--- src/rtl/player_feedback.sv ---
// LED feedback driver for four player controllers: accepts one result command at a
// time and plays solid, blinking or latched lockout patterns on the green/red LEDs.

module player_feedback_lane (
  input  logic       clk,
  input  logic       rst,
  input  logic       i_acc,
  input  logic [1:0] i_code,
  input  logic       i_sel_cmd,
  input  logic       i_sel_act,
  input  logic       i_clr,
  input  logic       i_red_off,
  input  logic       i_red_on,
  output logic       o_green,
  output logic       o_red
);
  localparam logic [1:0] CODE_CLEAR   = 2'b00;
  localparam logic [1:0] CODE_CORRECT = 2'b01;
  localparam logic [1:0] CODE_WRONG   = 2'b10;
  localparam logic [1:0] CODE_LOCKOUT = 2'b11;

  logic r_green;
  logic r_red;

  always_ff @(posedge clk) begin
    if (rst) begin
      r_green <= 1'b0;
      r_red   <= 1'b0;
    end else if (i_clr) begin
      r_green <= 1'b0;
      r_red   <= 1'b0;
    end else if (i_acc) begin
      case (i_code)
        CODE_CLEAR: begin
          r_green <= 1'b0;
          r_red   <= 1'b0;
        end
        CODE_CORRECT: begin
          r_green <= i_sel_cmd;
          r_red   <= 1'b0;
        end
        CODE_WRONG: begin
          r_green <= 1'b0;
          r_red   <= i_sel_cmd;
        end
        CODE_LOCKOUT: begin
          r_green <= i_sel_cmd;
          r_red   <= ~i_sel_cmd;
        end
        default: begin
          r_green <= 1'b0;
          r_red   <= 1'b0;
        end
      endcase
    end else if (i_red_off) begin
      r_red <= 1'b0;
    end else if (i_red_on) begin
      r_red <= i_sel_act;
    end
  end

  assign o_green = r_green;
  assign o_red   = r_red;
endmodule

module player_feedback #(
  parameter int TICK_DIV    = 50000,
  parameter int SOLID_MS    = 1000,
  parameter int BLINK_MS    = 125,
  parameter int BLINK_COUNT = 4
) (
  input  logic       clk,
  input  logic       rst,
  input  logic       cmdValid,
  input  logic [1:0] cmdPlayer,
  input  logic [1:0] cmdCode,
  input  logic       cmdAbort,
  output logic       cmdReady,
  output logic       busy,
  output logic [3:0] greenLed,
  output logic [3:0] redLed
);
  localparam int NUM_PLAYERS = 4;
  localparam int MAX_MS = (SOLID_MS > BLINK_MS) ? SOLID_MS : BLINK_MS;
  localparam int PW = (TICK_DIV > 1)    ? $clog2(TICK_DIV)    : 1;
  localparam int TW = (MAX_MS > 1)      ? $clog2(MAX_MS)      : 1;
  localparam int BW = (BLINK_COUNT > 1) ? $clog2(BLINK_COUNT) : 1;

  localparam logic [PW-1:0] PRE_LAST   = PW'(TICK_DIV - 1);
  localparam logic [TW-1:0] SOLID_LAST = TW'(SOLID_MS - 1);
  localparam logic [TW-1:0] BLINK_LAST = TW'(BLINK_MS - 1);
  localparam logic [BW-1:0] BC_LAST    = BW'(BLINK_COUNT - 1);

  localparam logic [1:0] S_IDLE      = 2'd0;
  localparam logic [1:0] S_SOLID     = 2'd1;
  localparam logic [1:0] S_BLINK_ON  = 2'd2;
  localparam logic [1:0] S_BLINK_OFF = 2'd3;

  localparam logic [1:0] CODE_CORRECT = 2'b01;
  localparam logic [1:0] CODE_WRONG   = 2'b10;

  logic [1:0]    r_state;
  logic [PW-1:0] r_pre;
  logic [TW-1:0] r_tcnt;
  logic [BW-1:0] r_bcnt;
  logic [1:0]    r_player;

  logic       w_idle;
  logic       w_acc;
  logic       w_tick;
  logic       w_solid_done;
  logic       w_half_done;
  logic       w_blink_done;
  logic       w_clr;
  logic       w_red_off;
  logic       w_red_on;
  logic [1:0] w_state_nxt;
  logic [3:0] w_sel_cmd;
  logic [3:0] w_sel_act;
  logic [3:0] w_green;
  logic [3:0] w_red;

  assign w_idle  = (r_state == S_IDLE);
  assign w_acc   = cmdValid & w_idle & ~cmdAbort;
  assign w_tick  = (r_pre == PRE_LAST);

  // A timed state ends on the tick that completes its last tick period.
  assign w_solid_done = (r_state == S_SOLID) & w_tick & (r_tcnt == SOLID_LAST);
  assign w_half_done  = ((r_state == S_BLINK_ON) | (r_state == S_BLINK_OFF))
                        & w_tick & (r_tcnt == BLINK_LAST);
  assign w_blink_done = (r_state == S_BLINK_OFF) & w_half_done & (r_bcnt == BC_LAST);

  assign w_clr     = cmdAbort | w_solid_done | w_blink_done;
  assign w_red_off = (r_state == S_BLINK_ON) & w_half_done;
  assign w_red_on  = (r_state == S_BLINK_OFF) & w_half_done & ~w_blink_done;

  assign w_sel_cmd = 4'b0001 << cmdPlayer;
  assign w_sel_act = 4'b0001 << r_player;

  always_comb begin
    w_state_nxt = r_state;
    case (r_state)
      S_IDLE: begin
        if (w_acc) begin
          if (cmdCode == CODE_CORRECT)    w_state_nxt = S_SOLID;
          else if (cmdCode == CODE_WRONG) w_state_nxt = S_BLINK_ON;
        end
      end
      S_SOLID:     if (w_solid_done) w_state_nxt = S_IDLE;
      S_BLINK_ON:  if (w_half_done)  w_state_nxt = S_BLINK_OFF;
      S_BLINK_OFF: if (w_half_done)  w_state_nxt = w_blink_done ? S_IDLE : S_BLINK_ON;
      default:     w_state_nxt = S_IDLE;
    endcase
  end

  always_ff @(posedge clk) begin
    if (rst) begin
      r_state  <= S_IDLE;
      r_pre    <= '0;
      r_tcnt   <= '0;
      r_bcnt   <= '0;
      r_player <= '0;
    end else if (cmdAbort) begin
      r_state <= S_IDLE;
      r_pre   <= '0;
      r_tcnt  <= '0;
      r_bcnt  <= '0;
    end else if (w_idle) begin
      // Counters stay parked at zero so a new pattern starts on an exact cycle count.
      r_state <= w_state_nxt;
      r_pre   <= '0;
      r_tcnt  <= '0;
      r_bcnt  <= '0;
      if (w_acc) r_player <= cmdPlayer;
    end else begin
      r_state <= w_state_nxt;
      r_pre   <= w_tick ? '0 : r_pre + 1'b1;
      if (w_state_nxt != r_state) r_tcnt <= '0;
      else if (w_tick)            r_tcnt <= r_tcnt + 1'b1;
      if (w_blink_done)  r_bcnt <= '0;
      else if (w_red_on) r_bcnt <= r_bcnt + 1'b1;
    end
  end

  for (genvar g = 0; g < NUM_PLAYERS; g++) begin : g_lane
    player_feedback_lane u_lane (
      .clk       (clk),
      .rst       (rst),
      .i_acc     (w_acc),
      .i_code    (cmdCode),
      .i_sel_cmd (w_sel_cmd[g]),
      .i_sel_act (w_sel_act[g]),
      .i_clr     (w_clr),
      .i_red_off (w_red_off),
      .i_red_on  (w_red_on),
      .o_green   (w_green[g]),
      .o_red     (w_red[g])
    );
  end

  assign cmdReady = w_idle;
  assign busy     = ~w_idle;
  assign greenLed = w_green;
  assign redLed   = w_red;
endmodule

--- config.mk ---
export PLATFORM = sky130hd
export DESIGN_NAME = player_feedback
export DESIGN_NICKNAME = d
export VERILOG_FILES = /design/src/rtl/player_feedback.sv
export SDC_FILE = /design/constraint.sdc
export NUM_CORES = 1
export LEC_CHECK = 0
export BUFFER_PORTS_ARGS = -buffer_cell sky130_fd_sc_hd__buf_2
export CORE_UTILIZATION = 45
export DETAILED_ROUTE_END_ITERATION = 10
export SYNTH_ARGS = -nofsm -noshare
export SYNTH_HDL_FRONTEND = slang
export SYNTH_SLANG_ARGS = --single-unit
--- constraint.sdc ---
create_clock -name clk -period 3.7 [get_ports clk]
set_input_delay 0.555 -clock clk [delete_from_list [all_inputs] [get_ports clk]]
set_output_delay 0.555 -clock clk [all_outputs]
set_load 0.01 [all_outputs]
Word-level counts from Yosys, hierarchy flattened:

Cells that the tools add are included.

* $add $sub $neg: 3
* reduce and logical (&&, ||, !) cells: 12
* equal/unequal tests: 11
* bitwise operators: 20
* muxes and demuxes: 28
* shift operators: 2

Operator list (number)
* adder 16 x 1 -> 16 bit (second input constant): 1
* == test 16 bit (second input constant): 1
* two-way mux 2 bit: 7
* two-way mux 1 bit: 12
* case mux 1 bit (3 select lines): 4
* OR reduction 4 bit: 3
* adder 10 x 1 -> 10 bit (second input constant): 1
* bitwise AND 1 bit: 10
* == test 10 bit (second input constant): 1
* == test 10 x 7 -> 1 bit (second input constant): 1
* == test 2 bit (second input constant): 5
* OR reduction 2 bit: 5
* case mux 1 bit (2 select lines): 4
* case mux 2 bit (4 select lines): 1
* left shift 1 x 2 -> 4 bit (first input constant): 2
* NOT 1 bit: 7
* == test 2 x 1 -> 1 bit (second input constant): 2
* zero test 2 bit: 2
* bitwise OR 1 bit: 3
* AND reduction 3 bit: 1
* nonzero test 3 bit: 1
* adder 2 x 1 -> 2 bit (second input constant): 1
* != test 2 bit: 1

* flip-flop bits (word level): 40
* bits of input ports: 8
* output and inout port bits: 10
* logic and storage cells: 89

Logic depth before layout (Yosys ltp):

Gate-level depths: netlist of the first run.

* depth after elaboration: 11
* gate-level depth with buffers: 7
* mapped depth without buffers: 7

Cells and area by module:

From an unflattened synthesis of the first run, not the netlist that was laid out.

* cells, all modules: 243
* area total of the unflattened synthesis: 2139.6 um^2

By module, submodules not included
* player_feedback: instances 1, seq. area each 640.6 um^2, cells an instance 203, area each 1729.2 um^2
* player_feedback_lane: instances 4, seq. area each 40.0 um^2, cells an instance 10, area each 102.6 um^2

Worst setup path before layout of the first run:

OpenSTA, ideal clock, no wires.

* kind: register to register
* from: register r_pre[12]
* to: register r_bcnt[1]
* required time: 3588 ps
* arrival: 2149 ps
* cell stages (with the launch flop): 6
* clock period less this slack: 2261 ps
* path slack: 1439 ps
* library setup time: 112 ps
* path buffers: 0
* path through: dfxtp_1 -> or4_4 -> nor4_4 -> nand2_2 -> or4b_1 -> a2111oi_1

* word-level cells in the longest chain between the ends: 7
* elaborated cells between the ends (all ways): 8
* classes of those cells: eq/ne (1); bitwise (6); reduce/logical (1)

Ends and longest elaborated chain
* start, declared: RTL line 103 `logic [PW-1:0] r_pre;`
* start signal, assigned: RTL line 177 `r_pre <= w_tick ? '0 : r_pre + 1'b1;`
* == test 16 bit *: RTL line 125 `assign w_tick = (r_pre == PRE_LAST);`
* bitwise AND 1 bit * (2 in a row): RTL line 130 `& w_tick & (r_tcnt == BLINK_LAST);`
* bitwise AND 1 bit *: RTL line 131, 135
* bitwise AND 1 bit: RTL line 131 `assign w_blink_done = (r_state == S_BLINK_OFF) & w_half_done & (r_bcnt == BC_LAST);`
* NOT 1 bit: RTL line 135 `assign w_red_on = (r_state == S_BLINK_OFF) & w_half_done & ~w_blink_done;`
* bitwise AND 1 bit: RTL line 135
* end signal, assigned: RTL line 181 `else if (w_red_on) r_bcnt <= r_bcnt + 1'b1;`
* end, declared: RTL line 105 `logic [BW-1:0] r_bcnt;`

Every way passes the cells marked *; elsewhere a longest branch is shown, timed or not.
A chain may end at the register's enable or synchronous reset.

Final worst setup path of the first run:

Same ends and word-level chain as after synthesis.

==> flow_summary.yaml, run 1 <==
setup_path:
  crit_buf_inv: 0
  cp_max_fo: 13
  required_ns: 3.89
  cp-end-kind: "register"
  cpLargestDelayFamily: "simple AND/OR/NAND/NOR gates"
  critPathLaunchType: "register"
  crit_chain: "or4_4, nor4_4, nand2_2, or4b_1, a2111oi_1"
  crit_slowest_cell: "nor4_4"
  path_class: "reg -> reg"
  arrival_ns: 2.88
  slowest_delay_ns: 0.62
yosys:
  ys_seq_elements: 40
  synth_top_cell_by_area: "dfxtp_1"
  syn_area_per_cell_sq_um: 8.360
  synth_top_area_share_pct: 39.58
  synthArstFlopShare_pct: 0
  synth_cell_types: 44
  synth_fp_nets: 254
  synth-seq-area-share_pct: 39.58
  synthTopCellsByCount: "nor2_1 (48), dfxtp_1 (40), nand2_1 (17), xnor2_1 (14), xor2_1 (14)"
  yosysMostFrequentCell: "nor2_1"
  synth-edff-count: 0
  syn_inst: 242
  synth.area.top_cells: "dfxtp_1 (40%), nor2_1 (8.9%), xnor2_1 (6.1%)"
  synth_ff_type: "dfxtp_1"
  netlist_area_sq_um: 2023
  yosys_warnings: 0
worst_hold_path:
  hp-class: "reg -> reg"
cells_and_area:
  seq_area_sq_um: 800.8
  n_antenna_cell: 0
  fillCellCount: 442
  final_util_pct: 50.72
  syn_to_final_growth_pct: 8.410
  multi_input_area_sq_um: 1101
  stdcell_count: 303
  nets: 262
  post_route_cells_drive_above_1_share_pct: 12.75
timing:
  fin_ws_ns: 1.003
  fmax_mhz: 370.8
  fin_skew_ns: 0.009649
  slew_violations: 0
  final.min_clock_period_ns: 2.697
  rsz0062_at_grt: "false"
  fin_tns_setup_ns: 0
  worst_pin_slew_ns: 0.7064
  hold_viol: 0
  setup_viol: 0
  relSlewSlack_pct: 52.59
  fin_crit_sh_pct: 72.89
placement:
  dpl.hpwl_microns: 2738
  place_congestion: 0.8380
  dp.cells: 295
  place_ws_ns: 1.002
  numPortBuffers: 17
grt:
  grt_pass1_vias: 1507
  grt_pass1_wl_microns: 6831
  grt_overflow_total: 0
  grtUsageTotal_pct: 17.63
  grt_start_max_net_pins: 17
  antenna_found_initial: 0
cts:
  clk_latency_ns: 0.30
  cts_max_level: 2
  cts_buffers: 5
  ctsHoldBuffers: 0
  post-cts-setup-buffers: 0
  clk_path_buf_depth: 2
  cts_tree: "built"
  cts-resized-gates: 0
  path_clk_slew_ns: 0.08
  clock_sinks: 40
  ctsRootBufferMaster: "clkbuf_8"
power_and_ir_drop:
  power_density_nw_per_um2: 378.5
  total_power_uw: 830.2
  irDropWorstVdd_mv: 0.1843
  leakage_nw: 0.7552
drt:
  dr.pass1.iters: 4
  wire_per_inst_microns: 12.89
  final_antenna_net_count: 0
  avgViaCountPerCell: 5.304
  routed_wl_microns: 3907
  drtIter0Drc: 111
  drc: 0
  vias: 1607
floorplan:
  std_cell_rows: 24
  coreArea_sq_um: 4324
  fp.dieH_microns: 69.05
  chipWidth_microns: 69.05
  ios: 18
  initial_core_util_pct: 46.79
  fp.dieArea_sq_um: 4768
run_status:
  status: "complete, no violations"
flow_run:
  maxCapViolCount: 0
worst min-delay path, delay by kind of cell (launching register included):
family          cells  cell delay, ns
compound gates      1            0.05
flops               1            0.31
simple gates        1            0.05
path summary, 6_finish.rpt:
kind                            cells past startpoint                  endpoint                      from  slack [ns]
worst max-delay path                                5                 r_bcnt[1]                 r_pre[12]        1.00
worst min-delay path                                2  g_lane[3].u_lane.o_green  g_lane[3].u_lane.o_green        0.45
worst max register to register                      5                 r_bcnt[1]                 r_pre[12]        1.00
worst min register to register                      2  g_lane[3].u_lane.o_green  g_lane[3].u_lane.o_green        0.45
placed cells by master (no fill, tap or decap), drive strengths merged, types with 6 or more instances in the layout:
| cell type | netlist | final |
|---|---|---|
| a21oi | 9 | 9 |
| buf | 9 | 18 |
| clkbuf | 8 | 6 |
| dfxtp | 40 | 40 |
| inv | 7 | 7 |
| nand2 | 18 | 18 |
| nand3 | 7 | 7 |
| nand4 | 12 | 12 |
| nor2 | 48 | 48 |
| xnor2 | 14 | 14 |
| xor2 | 14 | 14 |
final cells by class:
type	count	area share, %
clock buffers	6	3.309
clock inverters	2	1.597
inverters	7	1.198
multi-input cells	178	50.20
flip-flops and latches	40	36.51
well taps	52	2.966
repair buffers	18	4.221
per-layer routing:
metal,share of wire [%],global-route usage [%],wire [microns],vias to the layer above
li1,-,-,-,845
met1,50,21.92,1960,733
met2,45,28.69,1764,23
met3,2.9,4.532,115,6
met4,1.7,7.710,66,0
met5,0,0,0,-
kinds of logic (layout without fill, tap and decap cells):
group / count (synthesis) / after routing / share of synthesized area, %
and+or+nand+nor: 117 / 117 / 29.99
adders and majority gates: 4 / 4 / 2.474
DFF: 40 / 40 / 39.58
buffers and inverters: 24 / 33 / 5.999
xor gates and xnor gates: 28 / 28 / 12.12
muxes: 2 / 2 / 1.051
AOI/OAI and AO/OA: 27 / 27 / 8.782
stage by stage:
| step | cell area, sq um | hold slack, ns |
|---|---|---|
| after floorplan | 2023 | 0.4295 |
| after global placement | 2086 | 0.4373 |
| after detailed placement | 2086 | 0.4437 |
| after CTS | 2193 | 0.4554 |
| after global routing | 2193 | 0.4837 |
| final | 2193 | 0.4528 |
flip-flops by register name, summed over array words and instances, names as in the netlist:
name	count
g_lane.u_lane.o_green	4
g_lane.u_lane.o_red	4
r_bcnt	2
r_player	2
r_pre	16
r_state	2
r_tcnt	10
report_power, final:
group | internal [mW] | total, mW | leakage [nW] | switching [mW]
Combinational | 0.0169 | 0.0423 | 0.377 | 0.0254
Clock | 0.200 | 0.352 | 0.0552 | 0.151
Sequential | 0.433 | 0.436 | 0.323 | 0.00300
(Power assumes the default switching activity.)
==> inputs of run 2 (changes only) <==
Settings changed: ABC_AREA set to 1.
Clock period 3.7 ns to 2.5 ns, I/O delays scaled along.
==> flow_summary.yaml, run 2 <==
placement:
  dpl.hpwl_microns: 3609
  place_congestion: 0.7714
  numPortBuffers: 17
grt:
  antenna_found_initial: 0
  grt_pass1_wl_microns: 7686
  grt_pass1_vias: 1770
  grtUsageTotal_pct: 18.09
  grt_start_max_net_pins: 15
  grt_overflow_total: 0
worst_hold_path:
  hp-start: "rst"
  hp-class: "in -> reg"
  whs_endpoint: "r_player[0]"
  worstHoldPathCells: 2
yosys:
  yosysMostFrequentCell: "nand2_1"
  ys_seq_elements: 40
  synth_top_cell_by_area: "dfxtp_1"
  synth_ff_type: "dfxtp_1"
  synth_fp_nets: 360
  syn_inst: 348
  synth-seq-area-share_pct: 33.92
  yosys_warnings: 0
  netlist_area_sq_um: 2361
  synth-edff-count: 0
  synth.area.top_cells: "dfxtp_1 (34%), nand2_1 (9.7%), inv_1 (7.6%)"
  synthArstFlopShare_pct: 0
  synth_top_area_share_pct: 33.92
  synth_cell_types: 35
  syn_area_per_cell_sq_um: 6.785
  synthTopCellsByCount: "nand2_1 (61), inv_1 (48), nor2_1 (46), dfxtp_1 (40), o21ai_0 (22)"
setup_path:
  path_class: "reg -> reg"
  crit_slowest_cell: "dfxtp_1"
  critPathLaunchType: "register"
  cp-end-kind: "register"
  crit_chain: "ha_1, nand2_1, inv_1, nand2_1, nor2_2, nand2_2, nor2_2, nand3_1, nand2_1, inv_2, o21ai_0, nor2_1"
  cpLargestDelayFamily: "simple AND/OR/NAND/NOR gates"
  timing.rr.start: "r_pre[0]"
  r2r_setup_slack_ns: 0.63
  arrival_ns: 2.06
  crit_path_frequent_cell: "nand2_1"
  rr_worst_depth: 12
  slowest_delay_ns: 0.36
  cp_max_fo: 5
  startpoint: "r_pre[0]"
  r2r-end: "g_lane[3].u_lane.o_red"
  required_ns: 2.69
  crit_buf_inv: 2
timing:
  setup_viol: 0
  final.min_clock_period_ns: 1.865
  worst_pin_slew_ns: 0.3549
  fin_crit_sh_pct: 74.60
  fin_tns_setup_ns: 0
  relSlewSlack_pct: 76.13
  rsz0062_at_grt: "false"
  slew_violations: 0
  fmax_mhz: 536.2
  fin_skew_ns: 0.005672
  hold_viol: 0
floorplan:
  std_cell_rows: 25
  ios: 18
  coreArea_sq_um: 4880
  initial_core_util_pct: 48.38
  fp.dieArea_sq_um: 5541
  chipWidth_microns: 74.44
  fp.dieH_microns: 74.44
cells_and_area:
  post_route_cells_drive_above_1_share_pct: 21.21
  fillCellCount: 481
  largest_reg_flops: 16
  n_antenna_cell: 0
  largestRegisters: "r_pre: 16 flops, r_tcnt: 10 flops"
  final_common_cell: "nand2_1"
  syn_to_final_growth_pct: 8.903
  final_util_pct: 52.69
  nets: 374
  top_register: "r_pre"
  final_cell_mix: "nand2_1 (61), inv_1 (48), nor2_1 (46)"
flow_run:
  maxCapViolCount: 0
power_and_ir_drop:
  internal_power_uw: 969.3
  leakage_nw: 1.046
  p_sw_share_pct: 23.69
  combPwrFrac_pct: 5.5
  switchingPower_uw: 301.0
  p_seq_share_pct: 50.9
  pwr-share-clk_pct: 43.6
  irDropWorstVdd_mv: 0.2963
  power_density_nw_per_um2: 494.0
cts:
  cts_max_level: 2
  clk_latency_ns: 0.30
  ctsHoldBuffers: 0
  clock_sinks: 40
  cts_tree: "built"
  clk_path_buf_depth: 2
  cts_buffers: 5
  ctsRootBufferMaster: "clkbuf_8"
  path_clk_slew_ns: 0.08
  post-cts-setup-buffers: 0
  cts-resized-gates: 0
drt:
  routed_wl_microns: 4677
  dr.pass1.iters: 4
  final_antenna_net_count: 0
  wire_per_inst_microns: 10.88
  avgViaCountPerCell: 4.756
  vias: 2045
  drtIter0Drc: 124
  drc: 0
run_status:
  status: "complete, no violations"
[run 2: power groups by stage]
stage | Clock [mW] | Sequential [mW] | Combinational [mW]
after detailed placement | 0 | 0.662 | 0.0694
after global placement | 0 | 0.662 | 0.0692
after global routing | 0.589 | 0.648 | 0.0796
after CTS | 0.566 | 0.647 | 0.0697
after floorplan | 0 | 0.661 | 0.0518
final | 0.554 | 0.647 | 0.0695
[run 2: worst max-delay path by stage]
stage                        endpoint  slack [ns]  depth (start not counted)
2_1_floorplan               r_tcnt[7]        0.91                         12
3_3_place_gp   g_lane[3].u_lane.o_red        0.67                         12
3_5_place_dp                 r_pre[7]        0.63                         10
4_1_cts                      r_pre[7]        0.62                         10
5_1_grt        g_lane[1].u_lane.o_red        0.39                         12
6_report       g_lane[3].u_lane.o_red        0.63                         12
[run 2: per-layer routing]
layer | GRT usage [%] | part of all wire (%) | vias to the layer above
li1 | - | - | 1120
met1 | 23.80 | 51 | 902
met2 | 28.93 | 45 | 17
met3 | 4.607 | 2.6 | 6
met4 | 5.870 | 1.1 | 0
met5 | 0 | 0 | -
[run 2: final cells by class]
class | instances | area (sq um) | area share [%]
Inverter | 62 | 232.7 | 9.051
Clock inverter | 3 | 46.29 | 1.800
Clock buffer | 5 | 68.82 | 2.676
Multi-Input combinational cell | 235 | 1246 | 48.47
Tap cell | 67 | 83.83 | 3.260
Sequential cell | 40 | 800.8 | 31.14
Timing Repair Buffer | 18 | 92.59 | 3.601
[run 2: cells by family (layout without fill, tap and decap cells)]
| logic type | after synthesis | in the layout | synth area share [%] |
|---|---|---|---|
| DFF | 40 | 40 | 33.92 |
| muxes | 3 | 3 | 1.378 |
| xor gates and xnor gates | 7 | 7 | 2.597 |
| AOI/OAI and AO/OA | 45 | 45 | 10.71 |
| buffers and inverters | 73 | 88 | 13.30 |
| adders and majority gates | 4 | 4 | 2.120 |
| and+or+nand+nor | 176 | 176 | 35.98 |
[run 2: metrics by stage]
step / setup slack (ns) / instances / total power [mW] / cell area (sq um) / hold WS (ns)
2_1_floorplan: 0.9069 / 348 / 0.7129 / 2361 / 0.4175
3_3_place_gp: 0.6683 / 422 / 0.7311 / 2456 / 0.4372
3_5_place_dp: 0.6306 / 422 / 0.7314 / 2456 / 0.4459
4_1_cts: 0.6212 / 430 / 1.282 / 2571 / 0.2583
5_1_grt: 0.3924 / 430 / 1.317 / 2571 / 0.2634
6_report: 0.6349 / 430 / 1.270 / 2571 / 0.2638
